`src/rtl/mc_pkg.sv`:
```
// Shared types and encodings for the multicycle MIPS controller.
// MC_JUMP_EN enables the j instruction.
package mc_pkg;

  typedef enum logic [3:0] {
    S_FETCH,
    S_DECODE,
    S_MEMADR,
    S_MEMRD,
    S_MEMWB,
    S_MEMWR,
    S_EXECUTE,
    S_ALUWB,
    S_BRANCH,
    S_ADDIEX,
    S_ADDIWB,
    S_JUMP
  } state_t;

  localparam logic [5:0] OP_RTYPE = 6'b000000;
  localparam logic [5:0] OP_LW    = 6'b100011;
  localparam logic [5:0] OP_SW    = 6'b101011;
  localparam logic [5:0] OP_BEQ   = 6'b000100;
  localparam logic [5:0] OP_ADDI  = 6'b001000;
  localparam logic [5:0] OP_J     = 6'b000010;

  localparam logic [5:0] FN_ADD = 6'b100000;
  localparam logic [5:0] FN_SUB = 6'b100010;
  localparam logic [5:0] FN_AND = 6'b100100;
  localparam logic [5:0] FN_OR  = 6'b100101;
  localparam logic [5:0] FN_SLT = 6'b101010;

  localparam logic [1:0] AOP_ADD   = 2'b00;
  localparam logic [1:0] AOP_SUB   = 2'b01;
  localparam logic [1:0] AOP_FUNCT = 2'b10;

  localparam logic [2:0] ALU_ADD = 3'b010;
  localparam logic [2:0] ALU_SUB = 3'b110;
  localparam logic [2:0] ALU_AND = 3'b000;
  localparam logic [2:0] ALU_OR  = 3'b001;
  localparam logic [2:0] ALU_SLT = 3'b111;

endpackage

```
`src/rtl/mc_controller_alu_decoder.sv`:
```
// ALU operation decode from aluop and funct.
// funct_ok flags the R-type functions the ALU supports.
module alu_decoder
  import mc_pkg::*;
(
  input  logic [1:0] aluop,
  input  logic [5:0] funct,
  output logic [2:0] alucontrol,
  output logic       funct_ok
);

  logic [2:0] w_fn_ctl;

  always_comb begin
    w_fn_ctl = ALU_ADD;
    funct_ok = 1'b1;
    case (funct)
      FN_ADD:  w_fn_ctl = ALU_ADD;
      FN_SUB:  w_fn_ctl = ALU_SUB;
      FN_AND:  w_fn_ctl = ALU_AND;
      FN_OR:   w_fn_ctl = ALU_OR;
      FN_SLT:  w_fn_ctl = ALU_SLT;
      default: funct_ok = 1'b0;
    endcase
  end

  always_comb begin
    alucontrol = ALU_ADD;
    case (aluop)
      AOP_SUB:   alucontrol = ALU_SUB;
      AOP_FUNCT: alucontrol = w_fn_ctl;
      default:   alucontrol = ALU_ADD;
    endcase
  end

endmodule

```
`src/rtl/mc_controller.sv`:
```
// Multicycle MIPS control FSM driving datapath enables and selects.
// Define MC_JUMP_EN to support the j instruction.
module mc_controller
  import mc_pkg::*;
#(
  parameter int CNT_W = 32
) (
  input  logic             clk,
  input  logic             reset,
  input  logic [5:0]       op,
  input  logic [5:0]       funct,
  input  logic             zero,
  output logic             iord,
  output logic             memwrite,
  output logic             irwrite,
  output logic             regdst,
  output logic             memtoreg,
  output logic             regwrite,
  output logic             alusrca,
  output logic [1:0]       alusrcb,
  output logic [1:0]       pcsrc,
  output logic             pcen,
  output logic [2:0]       alucontrol,
  output logic             illegal,
  output logic [CNT_W-1:0] instret
);

  state_t           r_state;
  state_t           w_next;
  logic [CNT_W-1:0] r_instret;
  logic [1:0]       w_aluop;
  logic             w_funct_ok;
  logic             w_op_ok;
  logic             w_retire;
  logic             w_irwrite;
  logic             w_pcwrite;
  logic             w_branch;
  logic             w_memwrite;
  logic             w_regwrite;
  logic             w_illegal;

  alu_decoder u_alu_decoder (
    .aluop      (w_aluop),
    .funct      (funct),
    .alucontrol (alucontrol),
    .funct_ok   (w_funct_ok)
  );

  always_comb begin
    w_op_ok = 1'b0;
    case (op)
      OP_LW, OP_SW, OP_BEQ, OP_ADDI: w_op_ok = 1'b1;
      OP_RTYPE: w_op_ok = w_funct_ok;
`ifdef MC_JUMP_EN
      OP_J: w_op_ok = 1'b1;
`endif
      default: w_op_ok = 1'b0;
    endcase
  end

  always_ff @(posedge clk or posedge reset) begin
    if (reset) r_state <= S_FETCH;
    else       r_state <= w_next;
  end

  always_comb begin
    w_next = S_FETCH;
    unique case (r_state)
      S_FETCH: w_next = S_DECODE;
      S_DECODE: begin
        if (w_op_ok) begin
          case (op)
            OP_LW, OP_SW: w_next = S_MEMADR;
            OP_RTYPE:     w_next = S_EXECUTE;
            OP_BEQ:       w_next = S_BRANCH;
            OP_ADDI:      w_next = S_ADDIEX;
`ifdef MC_JUMP_EN
            OP_J:         w_next = S_JUMP;
`endif
            default:      w_next = S_FETCH;
          endcase
        end
      end
      S_MEMADR:  w_next = (op == OP_LW) ? S_MEMRD : S_MEMWR;
      S_MEMRD:   w_next = S_MEMWB;
      S_EXECUTE: w_next = S_ALUWB;
      S_ADDIEX:  w_next = S_ADDIWB;
      default:   w_next = S_FETCH;
    endcase
  end

  always_comb begin
    iord       = 1'b0;
    w_memwrite = 1'b0;
    w_irwrite  = 1'b0;
    regdst     = 1'b0;
    memtoreg   = 1'b0;
    w_regwrite = 1'b0;
    alusrca    = 1'b0;
    alusrcb    = 2'b00;
    pcsrc      = 2'b00;
    w_pcwrite  = 1'b0;
    w_branch   = 1'b0;
    w_aluop    = AOP_ADD;
    w_illegal  = 1'b0;
    w_retire   = 1'b0;
    unique case (r_state)
      S_FETCH: begin
        w_irwrite = 1'b1;
        w_pcwrite = 1'b1;
        alusrcb   = 2'b01;
      end
      S_DECODE: begin
        alusrcb   = 2'b11;
        w_illegal = ~w_op_ok;
      end
      S_MEMADR: begin
        alusrca = 1'b1;
        alusrcb = 2'b10;
      end
      S_MEMRD: iord = 1'b1;
      S_MEMWB: begin
        memtoreg   = 1'b1;
        w_regwrite = 1'b1;
        w_retire   = 1'b1;
      end
      S_MEMWR: begin
        iord       = 1'b1;
        w_memwrite = 1'b1;
        w_retire   = 1'b1;
      end
      S_EXECUTE: begin
        alusrca = 1'b1;
        w_aluop = AOP_FUNCT;
      end
      S_ALUWB: begin
        regdst     = 1'b1;
        w_regwrite = 1'b1;
        w_retire   = 1'b1;
      end
      S_BRANCH: begin
        alusrca  = 1'b1;
        w_aluop  = AOP_SUB;
        pcsrc    = 2'b01;
        w_branch = 1'b1;
        w_retire = 1'b1;
      end
      S_ADDIEX: begin
        alusrca = 1'b1;
        alusrcb = 2'b10;
      end
      S_ADDIWB: begin
        w_regwrite = 1'b1;
        w_retire   = 1'b1;
      end
`ifdef MC_JUMP_EN
      S_JUMP: begin
        pcsrc     = 2'b10;
        w_pcwrite = 1'b1;
        w_retire  = 1'b1;
      end
`endif
      default: ;
    endcase
  end

  // Strobes are squashed while reset is held so an aborted instruction cannot write.
  assign irwrite  = w_irwrite & ~reset;
  assign memwrite = w_memwrite & ~reset;
  assign regwrite = w_regwrite & ~reset;
  assign illegal  = w_illegal & ~reset;
  assign pcen     = (w_pcwrite | (w_branch & zero)) & ~reset;

  always_ff @(posedge clk or posedge reset) begin
    if (reset)         r_instret <= '0;
    else if (w_retire) r_instret <= r_instret + CNT_W'(1);
  end

  assign instret = r_instret;

endmodule

```
`config.mk`:
```
export PLATFORM = sky130hd
export DESIGN_NAME = mc_controller
export DESIGN_NICKNAME = d
export VERILOG_FILES = /design/src/rtl/mc_pkg.sv /design/src/rtl/mc_controller_alu_decoder.sv /design/src/rtl/mc_controller.sv
export SDC_FILE = /design/constraint.sdc
export NUM_CORES = 1
export LEC_CHECK = 0
export CAP_MARGIN = 15
export CORE_MARGIN = 5
export CORE_UTILIZATION = 39
export CTS_BUF_LIST = sky130_fd_sc_hd__clkbuf_4 sky130_fd_sc_hd__clkbuf_8
export CTS_CLUSTER_DIAMETER = 200
export DETAILED_ROUTE_END_ITERATION = 8
export GPL_TIMING_DRIVEN = 0
export PLACE_DENSITY = 0.69
export SLEW_MARGIN = 15
export SYNTH_ARGS = -nofsm -noshare
export SYNTH_HDL_FRONTEND = slang
export SYNTH_SLANG_ARGS = --single-unit
```
`constraint.sdc`:
```
create_clock -name clk -period 2.55 [get_ports clk]
set_clock_uncertainty 0.1 [all_clocks]
set_input_delay 0.255 -clock clk [delete_from_list [all_inputs] [get_ports clk]]
set_output_delay 0.255 -clock clk [all_outputs]
set_load 0.005 [all_outputs]
```
==> results of run 1 <==
cell usage in the layout (no fill, tap or decap), types with 2 or more instances in the layout:
cell | netlist | routed
buf_4 | 3 | 6
ha_1 | 3 | 2
nand2b_1 | 7 | 6
nor3_1 | 11 | 10
a21oi_1 | 5 | 5
clkdlybuf4s50_1 | 0 | 60
nor4_1 | 4 | 4
clkbuf_8 | 0 | 5
xnor2_1 | 19 | 19
xor2_1 | 14 | 14
inv_1 | 6 | 4
nor2_1 | 14 | 13
o21ai_0 | 3 | 3
dfrtp_1 | 36 | 36
or3_1 | 2 | 2
nand2b_4 | 1 | 2
nor3b_1 | 3 | 3
nand4_1 | 5 | 5
and3_1 | 5 | 5
and4_1 | 5 | 5
nand2_1 | 21 | 20
nand2_2 | 1 | 2
buf_2 | 2 | 2
nand3_1 | 13 | 13
inv_2 | 0 | 2
cell families after synthesis:
logic type / count (synthesis)
other: 1
XOR/XNOR: 33
AND/OR/NAND/NOR: 105
flip-flops: 36
adder cells (fa/ha/maj): 3
AO/OA/AOI/OAI: 20
multiplexers: 1
buffers and inverters: 14
cell type report:
cell class                      count  area (um2)  area share
Multi-Input combinational cell    163        1130       0.385
Sequential cell                    36         901       0.306
Timing Repair Buffer               63         636       0.216
Tap cell                           70        87.6      0.0297
Clock buffer                        5        68.8      0.0233
Buffer                              8        55.1      0.0187
Clock inverter                      3        42.5      0.0144
Inverter                            6        22.5     0.00764
power by group through the flow:
stage	Combinational (W)	Sequential, W	Clock [W]
final	0.000431	0.000666	0.000506
after global routing	0.000477	0.000674	0.000537
after CTS	0.000409	0.000666	0.000511
after detailed placement	0.000387	0.000677	0
after global placement	0.000381	0.000676	0
after floorplan	0.000194	0.000667	0
worst max-delay path: cells and delay by family (launching register included):
kind                   cells  cell delay, ns
buffers and inverters      2            0.72
and+or+nand+nor            2            0.50
DFF                        1            0.40
AOI/OAI and AO/OA          1            0.19
timing repair:
action / CTS / global route
setup buffers: 0 / 2
hold buffers: 0 / 0
setup endpoints to repair: 5 / 6
gates resized for setup: 8 / 10
pin swaps: 0 / 0
flip-flops by register name, summed over array words and instances, names as in the netlist:
name and count:
r_state 4, instret 32
through the flow:
step	hold slack (ns)	TNS [ns]	cell area [um2]
floorplan	0.331	0	2060
global placement	0.361	-0.506	2740
detailed placement	0.366	0	2760
CTS	0.262	0	2910
global route	0.299	0	2950
finish	0.256	0	2950
routing by layer:
| layer | global-route usage | share of wire | vias up |
|---|---|---|---|
| met5 | 0 | 0 | - |
| li1 | - | - | 886 |
| met1 | 0.185 | 0.44 | 868 |
| met2 | 0.264 | 0.50 | 52 |
| met3 | 0.0434 | 0.057 | 4 |
| met4 | 0.0425 | 0.0095 | 0 |
how the worst max path moves through the flow:
stage | start | end | slack, ns | cells after the start
after global routing | r_state[1]$_DFF_PP0_ | illegal | 0.0005 | 5
after CTS | r_state[3]$_DFF_PP0_ | alucontrol[1] | 0.007 | 7
after detailed placement | funct[2] | illegal | 0.13 | 7
after floorplan | instret[0]$_DFFE_PP0P_ | instret[20]$_DFFE_PP0P_ | 0.60 | 5
final | r_state[1]$_DFF_PP0_ | illegal | 0.09 | 5
after global placement | reset | pcen | -0.51 | 4
==> out/qor.txt, run 1 <==
status: completed
Yosys top cell by area: dfrtp_1
Largest stage delay, worst path: 0.54 ns
mux contribution to synthesized area: 0.00487
width of the chip: 82.6 um
Cell Chain, Critical Path: buf_4 -> nand2b_4 -> or3_1 -> a211oi_1 -> clkdlybuf4s50_1
Total Die Area: 0.00682 mm2
most frequent cell after synthesis: dfrtp_1
top_reg_cell synth: dfrtp_1
overall power: 0.00160 W
row count: 26
Psw: 0.000463 W
area share of and/or/nand/nor cells after synthesis: 0.295
worst slack at placement: 0.131 ns
Die Span Y: 82.6 um
Adder-Cell Fraction of Synth Area: 0.0183
Synth Area in XOR/XNOR: 0.141
Mapped Cells: 213
Clock Tree Buf Depth: 2
DRT iter0 DRCs: 61
# clock sinks: 36
Finished Layout Cells: 354
area delta synth->final: 43.4%
Skew-Pair Late Insertion Delay: 0.29 ns
Initial Util: 0.402
Worst Hold Depth: 3
gr usage total: 0.152
TritonCTS Buffers: 5
Via Count: 1810
dpl cells: 344
Final Util: 0.577
final-report setup violation count: 0
Synth cell types: 48
Post-DRT Antenna Nets: 0
Worst R2R End: instret[24]$_DFFE_PP0P_
combinational family with the most area after synthesis: simple AND/OR/NAND/NOR gates
Min-Delay Path Class: in2reg
Worst EP required: 2.19 ns
port bufs: 60
synthesized cell area: 0.00206 mm2
crit path launch type: flip-flop
vias in the first global route: 1767
Arr. time, crit path: 2.11 ns
FF-to-FF setup slack: 0.38 ns
synth warn: 0
post-synth top area share: 0.438
crit-path max FO: 10
CTS H-tree lvls: 2
r2r worst-path depth: 6
DP HPWL: 3.64 mm
hold_sp: op[3]
syn_area_per_cell: 9.65 um2
sequential share of the synthesized area: 0.438
Post-Route WL: 4.84 mm
R2R Path Start: instret[0]$_DFFE_PP0P_
final slew viol count: 0
RSZ-0062 raised after global routing: false
Tcrit/Tclk final: 0.965
VDD IR max: 0.274 mV
root buffer cell: clkbuf_8
Compound-Gate Fraction of Synth Area: 0.0688
Clock Power Share: 0.316
Final Wtd Congestion: 0.838
crit path capture type: primary output
Syn Nets: 231
Slowest cell on crit path: clkdlybuf4s50_1
minimum clock period: 2.46 ns
EDFF count, synth: 0
Combinational Power Share: 0.269
dominant cells by area after synthesis: dfrtp_1 44%, xnor2_1 8.1%, xor2_1 6.0%
Seq pwr share: 0.416
Worst-path clk slew: 0.07 ns
LEAKAGE: 1.25 nW
Setup Crit Path Kind: reg2out
CTS tree: built
global-route wire length before repair: 8.07 mm
Top Ports: 63
Max-Cap Viols: 0
Hold Path End: r_state[0]$_DFF_PP0_
Fmax: 0.406 GHz
vias per std cell: 5.11
P per Cell Area: 544 mW/mm2
FFs w/ async S/R, synth: 1.00
DRC viols: 0
WL/cell: 13.7 um
largest net degree at the start of global routing: 37
1st-pass router iterations: 4
fin nets: 301
n_diodes: 0
Final WS setup: 0.0893 ns
filler instances: 468
Switching Fraction: 0.289
initial antenna violation count: 0
share of cells above drive strength 1: 0.134
top cells by count, synth: 36 x dfrtp_1, 21 x nand2_1, 19 x xnor2_1, 14 x nor2_1, 14 x xor2_1
Core Box Area: 0.00511 mm2
FF+latch count, synth: 36
Final Hold Viols: 0
P_int: 0.00114 W
total gr overflow: 0
Power figures use the tool's default switching activity.
==> inputs of run 2 (changes only) <==
--- a/config.mk
+++ b/config.mk
@@ -12,8 +12,9 @@
 export CTS_CLUSTER_DIAMETER = 200
 export DETAILED_ROUTE_END_ITERATION = 8
 export GPL_TIMING_DRIVEN = 0
-export PLACE_DENSITY = 0.69
+export PLACE_DENSITY = 0.68
 export SLEW_MARGIN = 15
 export SYNTH_ARGS = -nofsm -noshare
 export SYNTH_HDL_FRONTEND = slang
+export SYNTH_HIERARCHICAL = 1
 export SYNTH_SLANG_ARGS = --single-unit
==> constraint.sdc (replaced) <==
create_clock -name clk -period 2.55 [get_ports clk]
set_clock_uncertainty 0.1 [all_clocks]
set_input_delay 0.51 -clock clk [delete_from_list [all_inputs] [get_ports clk]]
set_output_delay 0.51 -clock clk [all_outputs]
set_load 0.005 [all_outputs]
==> run 2 against run 1 <==
Effect of this change: via count unchanged; synthesized cell count up 1.9%; area after synthesis is 2.5% higher; die area up 2.2%; sequential share of layout area shrank 1.6 points; flip-flop and latch count unchanged; cell count increased by 3.1%; largest power group unchanged; highest routed layer unchanged.
==> out/qor.txt, run 2 <==
Die Span Y: 83.5 um (+1.1%)
Buf+Inv Stages, Crit Path: 2 (unchanged)
Largest stage delay, worst path: 0.55 ns (about the same)
FFs w/ async S/R, synth: 1.00 (unchanged)
Slowest cell on crit path: clkdlybuf4s50_1
# clock sinks: 36 (unchanged)
crit-path max FO: 6 (-4)
Post-DP Area: 0.00283 mm2 (+2.2%)
most common cell after layout, fill and taps aside: clkdlybuf4s50_1
RSZ-0062 raised after global routing: true
Clock Tree Buf Depth: 2 (unchanged)
cts hold-fix bufs: 0 (unchanged)
Worst-path clk slew: 0.07 ns (about the same)
minimum clock period: 2.53 ns (+0.0740 ns)
total gr overflow: 0 (unchanged)
FF-to-FF setup slack: 0.44 ns (+0.06 ns)
Core Box Area: 0.00517 mm2 (+1.3%)
Mapped Cells: 217 (+1.9%)
crit path to: illegal
n_diodes: 0 (unchanged)
LEAKAGE: 1.41 nW (+13%)
width of the chip: 83.5 um (+1.1%)
Final Hold Viols: 0 (unchanged)
Top Ports: 63 (unchanged)
top_reg_cell synth: dfrtp_1
Worst EP required: 1.94 ns (-0.25 ns)
FF+latch count, synth: 36 (unchanged)
dominant cells by area after synthesis: dfrtp_1 43%, xnor2_1 7.9%, xor2_1 5.8%
DRT iter0 DRCs: 50 (-18%)
final-report setup violation count: 0 (unchanged)
most frequent cell after synthesis: dfrtp_1
critical path's top delay family: buffers and inverters
Initial Util: 0.407 (+0.00485)
synth warn: 6 (+6)
TritonCTS Buffers: 5 (unchanged)
global-route wire length before repair: 8.40 mm (+4.0%)
Max-Cap Viols: 0 (unchanged)
root buffer cell: clkbuf_8
Tcrit/Tclk final: 0.994 (+0.0290)
worst hold slack: 0.224 ns (-0.0327 ns)
Final Wtd Congestion: 0.792 (-5.5%)
Critical Path Stages: 5 (unchanged)
top cells by count, synth: 36 x dfrtp_1, 28 x nor2_1, 19 x xnor2_1, 17 x nand2_1, 14 x xor2_1
fin nets: 312 (+3.7%)
setup TNS: 0 ns (unchanged)
Setup Crit Path Kind: in2out
Min-Delay Path Class: in2async
area delta synth->final: 47.6%
P per Cell Area: 494 mW/mm2 (-9.2%)
dpl cells: 349 (+1.5%)
filler instances: 451 (-3.6%)
Skew-Pair Late Insertion Delay: 0.29 ns (about the same)
WL/cell: 13.1 um (-4.0%)
CTS H-tree lvls: 2 (unchanged)
Worst R2R End: instret[24]$_DFFE_PP0P_
Post-Route WL: 4.79 mm (-1.1%)
status: completed
Largest register FFs: 32 (unchanged)
crit path launch type: input pin
fin area: 0.00311 mm2 (+5.5%)
1st-pass router iterations: 4 (unchanged)
Yosys top cell by area: dfrtp_1
gr usage total: 0.144 (-0.00899)
synthesized cell area: 0.00211 mm2 (+2.5%)
share of cells above drive strength 1: 0.207 (+0.0730)
EDFF count, synth: 0 (unchanged)
DRC viols: 0 (unchanged)
syn_area_per_cell: 9.71 um2 (+0.61%)
Fmax: 0.395 GHz (-2.9%)
VDD IR max: 0.252 mV (-8.3%)
Arr. time, crit path: 1.92 ns (-0.19 ns)
vias per std cell: 4.96 (-3.0%)
DP HPWL: 3.54 mm (-2.8%)
vias in the first global route: 1850 (+4.7%)
crit path capture type: primary output
Post-DRT Antenna Nets: 0 (unchanged)
Syn Nets: 235 (+1.7%)
largest net degree at the start of global routing: 35 (-5.4%)
row count: 26 (unchanged)
Finished Layout Cells: 365 (+3.1%)
CTS tree: built
Synth cell types: 45 (-6.3%)
initial antenna violation count: 0 (unchanged)
port bufs: 61 (+1.7%)
R2R Path Start: r_state[2]$_DFF_PP0_
sequential share of the synthesized area: 0.428 (-0.0107)
Via Count: 1810 (unchanged)
final slew viol count: 0 (unchanged)
Total Die Area: 0.00697 mm2 (+2.2%)
most frequent cells in the layout: 51 x clkdlybuf4s50_1, 36 x dfrtp_1, 27 x nor2_1
Cell Chain, Critical Path: clkdlybuf4s50_1 -> and2b_1 -> nor4b_4 -> a211oi_1 -> clkdlybuf4s15_2
Crit. Startpoint: funct[1]
r2r worst-path depth: 10 (+4)
post-synth top area share: 0.428 (-0.0107)
==> run 2: cell families after synthesis <==
logic type / count (synthesis) / share of synthesized area
mux: 1 / 0.00712
fa+ha+maj: 3 / 0.0178
xor+xnor: 33 / 0.137
compound gates: 17 / 0.0576
simple gates: 108 / 0.308
other cells: 1 / 0.00178
flops: 36 / 0.428
buf+inv: 18 / 0.0428
==> run 2: report_power, final <==
group	switching (W)	internal, W	leakage (nW)	total [W]
Combinational	0.000203	0.000259	0.862	0.000461
Sequential	0.0000518	0.000609	0.496	0.000661
Clock	0.000198	0.000215	0.0510	0.000413
Total	0.000452	0.00108	1.41	0.00154
==> run 2: worst min-delay path by stage <==
stage | endpoint | depth (start not counted)
2_1_floorplan | instret[31]$_DFFE_PP0P_ | 1
3_3_place_gp | instret[31]$_DFFE_PP0P_ | 1
3_5_place_dp | instret[31]$_DFFE_PP0P_ | 1
4_1_cts | r_state[3]$_DFF_PP0_ | 2
5_1_grt | r_state[3]$_DFF_PP0_ | 2
6_report | r_state[0]$_DFF_PP0_ | 2
==> run 2: final cells by class <==
type	instances	area (um2)	share of cell area
Clock buffer	6	82.6	0.0265
Timing Repair Buffer	70	684	0.220
Sequential cell	36	901	0.290
Inverter	11	41.3	0.0133
Tap cell	70	87.6	0.0282
Multi-Input combinational cell	163	1230	0.396
Buffer	7	71.3	0.0229
Clock inverter	2	10.0	0.00322
==> run 2: what timing repair did <==
action,in CTS,in global routing
pin swaps,3,5
hold endpoints to repair,0,0
setup buffers,4,4
resized for setup,38,15
setup endpoints to repair,9,9
==> run 2: per-stage QoR <==
step / power, W / worst slack [ns] / utilization
floorplan: 0.000856 / 0.324 / -
global placement: 0.00105 / -1.00 / 0.542
detailed placement: 0.00106 / -0.339 / 0.546
CTS: 0.00153 / -0.000847 / 0.587
global route: 0.00163 / -0.0669 / 0.601
finish: 0.00154 / 0.0153 / 0.601
==> run 2: worst register-to-register path: cells and delay by family, from the launching register on <==
kind	cells	cell delay (ns)
compound gates	1	0.09
xor+xnor	1	0.18
buf+inv	5	0.68
simple gates	3	0.60
flops	1	0.38
==> run 2: per-layer routing <==
| metal | part of all wire | global-route usage | vias up |
|---|---|---|---|
| met2 | 0.49 | 0.241 | 54 |
| li1 | - | - | 903 |
| met3 | 0.064 | 0.0424 | 4 |
| met1 | 0.44 | 0.177 | 849 |
| met5 | 0 | 0 | - |
| met4 | 0.0075 | 0.0468 | 0 |
==> inputs of run 3 (changes only) <==
--- a/config.mk
+++ b/config.mk
@@ -11,7 +11,6 @@
 export CTS_BUF_LIST = sky130_fd_sc_hd__clkbuf_4 sky130_fd_sc_hd__clkbuf_8
 export CTS_CLUSTER_DIAMETER = 200
 export DETAILED_ROUTE_END_ITERATION = 8
-export GPL_TIMING_DRIVEN = 0
 export PLACE_DENSITY = 0.68
 export SLEW_MARGIN = 15
 export SYNTH_ARGS = -nofsm -noshare
==> run 3 against run 2 <==
Effect of this change: sequential power decreased by 0.8%; clock power about the same; register-to-register slack gained 0.07 ns; worst setup slack better by 0.048 ns; final area up 1.6%; highest routed layer unchanged; sequential share of layout area shrank 0.41 points; non-clock buffer count is 14 higher.
==> out/qor.txt, run 3 (same netlist as run 2, synthesis figures left out) <==
Largest stage delay, worst path: 0.40 ns (-0.15 ns)
WL/cell: 13.2 um (+0.65%)
crit path launch type: flip-flop
row count: 26 (unchanged)
CTS H-tree lvls: 2 (unchanged)
Min-Delay Path Class: reg2reg
most common cell after layout, fill and taps aside: clkdlybuf4s50_1
Initial Util: 0.407 (unchanged)
global-route wire length before repair: 8.47 mm (+0.91%)
DRC viols: 0 (unchanged)
gr usage total: 0.146 (+0.00299)
CTS tree: built
Worst Hold Depth: 1
overall power: 0.00153 W (-0.16%)
largest net degree at the start of global routing: 37 (+5.7%)
area delta synth->final: 49.9%
minimum clock period: 2.49 ns (-0.0482 ns)
Core Box Area: 0.00517 mm2 (unchanged)
Post-DRT Antenna Nets: 0 (unchanged)
Worst-path clk slew: 0.07 ns (about the same)
Cell Chain, Critical Path: buf_4 -> nor3_4 -> inv_1 -> ha_1 -> buf_4 -> nor3_2 -> a21oi_1 -> clkbuf_2
Fmax: 0.402 GHz (+1.9%)
crit path capture type: primary output
Max-Cap Viols: 0 (unchanged)
Final Hold Viols: 0 (unchanged)
share of cells above drive strength 1: 0.236 (+0.0295)
Die Span Y: 83.5 um (unchanged)
most frequent cells in the layout: 49 x clkdlybuf4s50_1, 35 x dfrtp_1, 28 x buf_4
fin nets: 326 (+4.5%)
r2r worst-path depth: 7 (-3)
crit-path max FO: 3 (-3)
Total Die Area: 0.00697 mm2 (unchanged)
Clock Tree Buf Depth: 2 (unchanged)
Finished Layout Cells: 379 (+3.8%)
Setup Crit Path Kind: reg2out
Arr. time, crit path: 1.88 ns (-0.04 ns)
RSZ-0062 raised after global routing: true
Final Util: 0.611 (+0.00943)
final-report setup violation count: 0 (unchanged)
TritonCTS Buffers: 5 (unchanged)
# clock sinks: 36 (unchanged)
vias per std cell: 4.84 (-2.4%)
total gr overflow: 0 (unchanged)
Buf+Inv Stages, Crit Path: 4 (+2)
VDD IR max: 0.243 mV (-3.5%)
Tcrit/Tclk final: 0.975 (-0.0189)
dpl cells: 363 (+4.0%)
LEAKAGE: 1.46 nW (+3.4%)
Skew-Pair Late Insertion Delay: 0.28 ns (about the same)
most frequent CP cell: buf_4
width of the chip: 83.5 um (unchanged)
P per Cell Area: 485 mW/mm2 (-1.7%)
1st-pass router iterations: 4 (unchanged)
critical path's top delay family: buffers and inverters
Final Wtd Congestion: 0.794 (+0.19%)
DRT iter0 DRCs: 37 (-26%)
Via Count: 1834 (+1.3%)
port bufs: 61 (unchanged)
Top Ports: 63 (unchanged)
Post-Route WL: 5.01 mm (+4.5%)
Critical Path Stages: 8 (+3)
status: completed
root buffer cell: clkbuf_8
DP HPWL: 3.78 mm (+6.6%)
Largest register FFs: 32 (unchanged)
initial antenna violation count: 0 (unchanged)
final slew viol count: 0 (unchanged)
vias in the first global route: 1871 (+1.1%)
n_diodes: 0 (unchanged)
Worst EP required: 1.94 ns (about the same)
Slowest cell on crit path: dfrtp_1
[run 3: cell types whose count changed in the layout (fill, tap and decap cells not counted), sizes merged]
cell,change
buf,+13
clkdlybuf4s50,-2
clkbuf,+3
[run 3: routing by layer]
| metal | vias up | GRT usage | wire (um) | part of all wire |
|---|---|---|---|---|
| met5 | - | 0 | 0 | 0 |
| met4 | 0 | 0.0570 | 86 | 0.017 |
| met3 | 7 | 0.0385 | 302 | 0.060 |
| met2 | 52 | 0.253 | 2460 | 0.49 |
| met1 | 855 | 0.174 | 2150 | 0.43 |
| li1 | 920 | - | - | - |
[run 3: power by group]
part	switching, W	internal, W
sequential	0.0000470	0.000609
combinational	0.000202	0.000259
clock	0.000201	0.000216
total	0.000450	0.00108
[run 3: repair_timing]
item | 4_1_cts | 5_1_grt
hold buffers | 0 | 0
resized for setup | 29 | 15
pin swaps | 1 | 4
hold endpoints to repair | 0 | 0
endpoints found under the setup margin | 8 | 9
buffers inserted | 3 | 5
[run 3: worst paths after layout]
path	start	endpoint	slack, ns
min in group asynchronous	reset	instret[21]$_DFFE_PP0P_	0.70
worst min register to register	instret[31]$_DFFE_PP0P_	instret[31]$_DFFE_PP0P_	0.37
max in group asynchronous	reset	r_state[1]$_DFF_PP0_	1.30
worst min-delay path	instret[31]$_DFFE_PP0P_	instret[31]$_DFFE_PP0P_	0.37
worst max-delay path	r_state[0]$_DFF_PP0_	alucontrol[1]	0.06
worst max register to register	r_state[2]$_DFF_PP0_	instret[24]$_DFFE_PP0P_	0.51
[run 3: cell type report]
type	count	area (um2)
multi-input cells	163	1210
clock inverters	2	10.0
fillers	462	2010
well taps	70	87.6
clock buffers	6	82.6
inverters	11	41.3
flip-flops and latches	36	902
repair buffers	91	826
[run 3: metrics by stage]
stage | worst slack, ns | TNS, ns | area [um2] | hold WS, ns
after global routing | -0.0585 | -0.0952 | 3160 | 0.411
after detailed placement | -0.273 | -0.605 | 2920 | 0.359
after CTS | -0.0970 | -0.166 | 3110 | 0.374
after floorplan | 0.324 | 0 | 2110 | 0.365
after global placement | -0.238 | -0.508 | 2920 | 0.364
final | 0.0635 | 0 | 3160 | 0.371
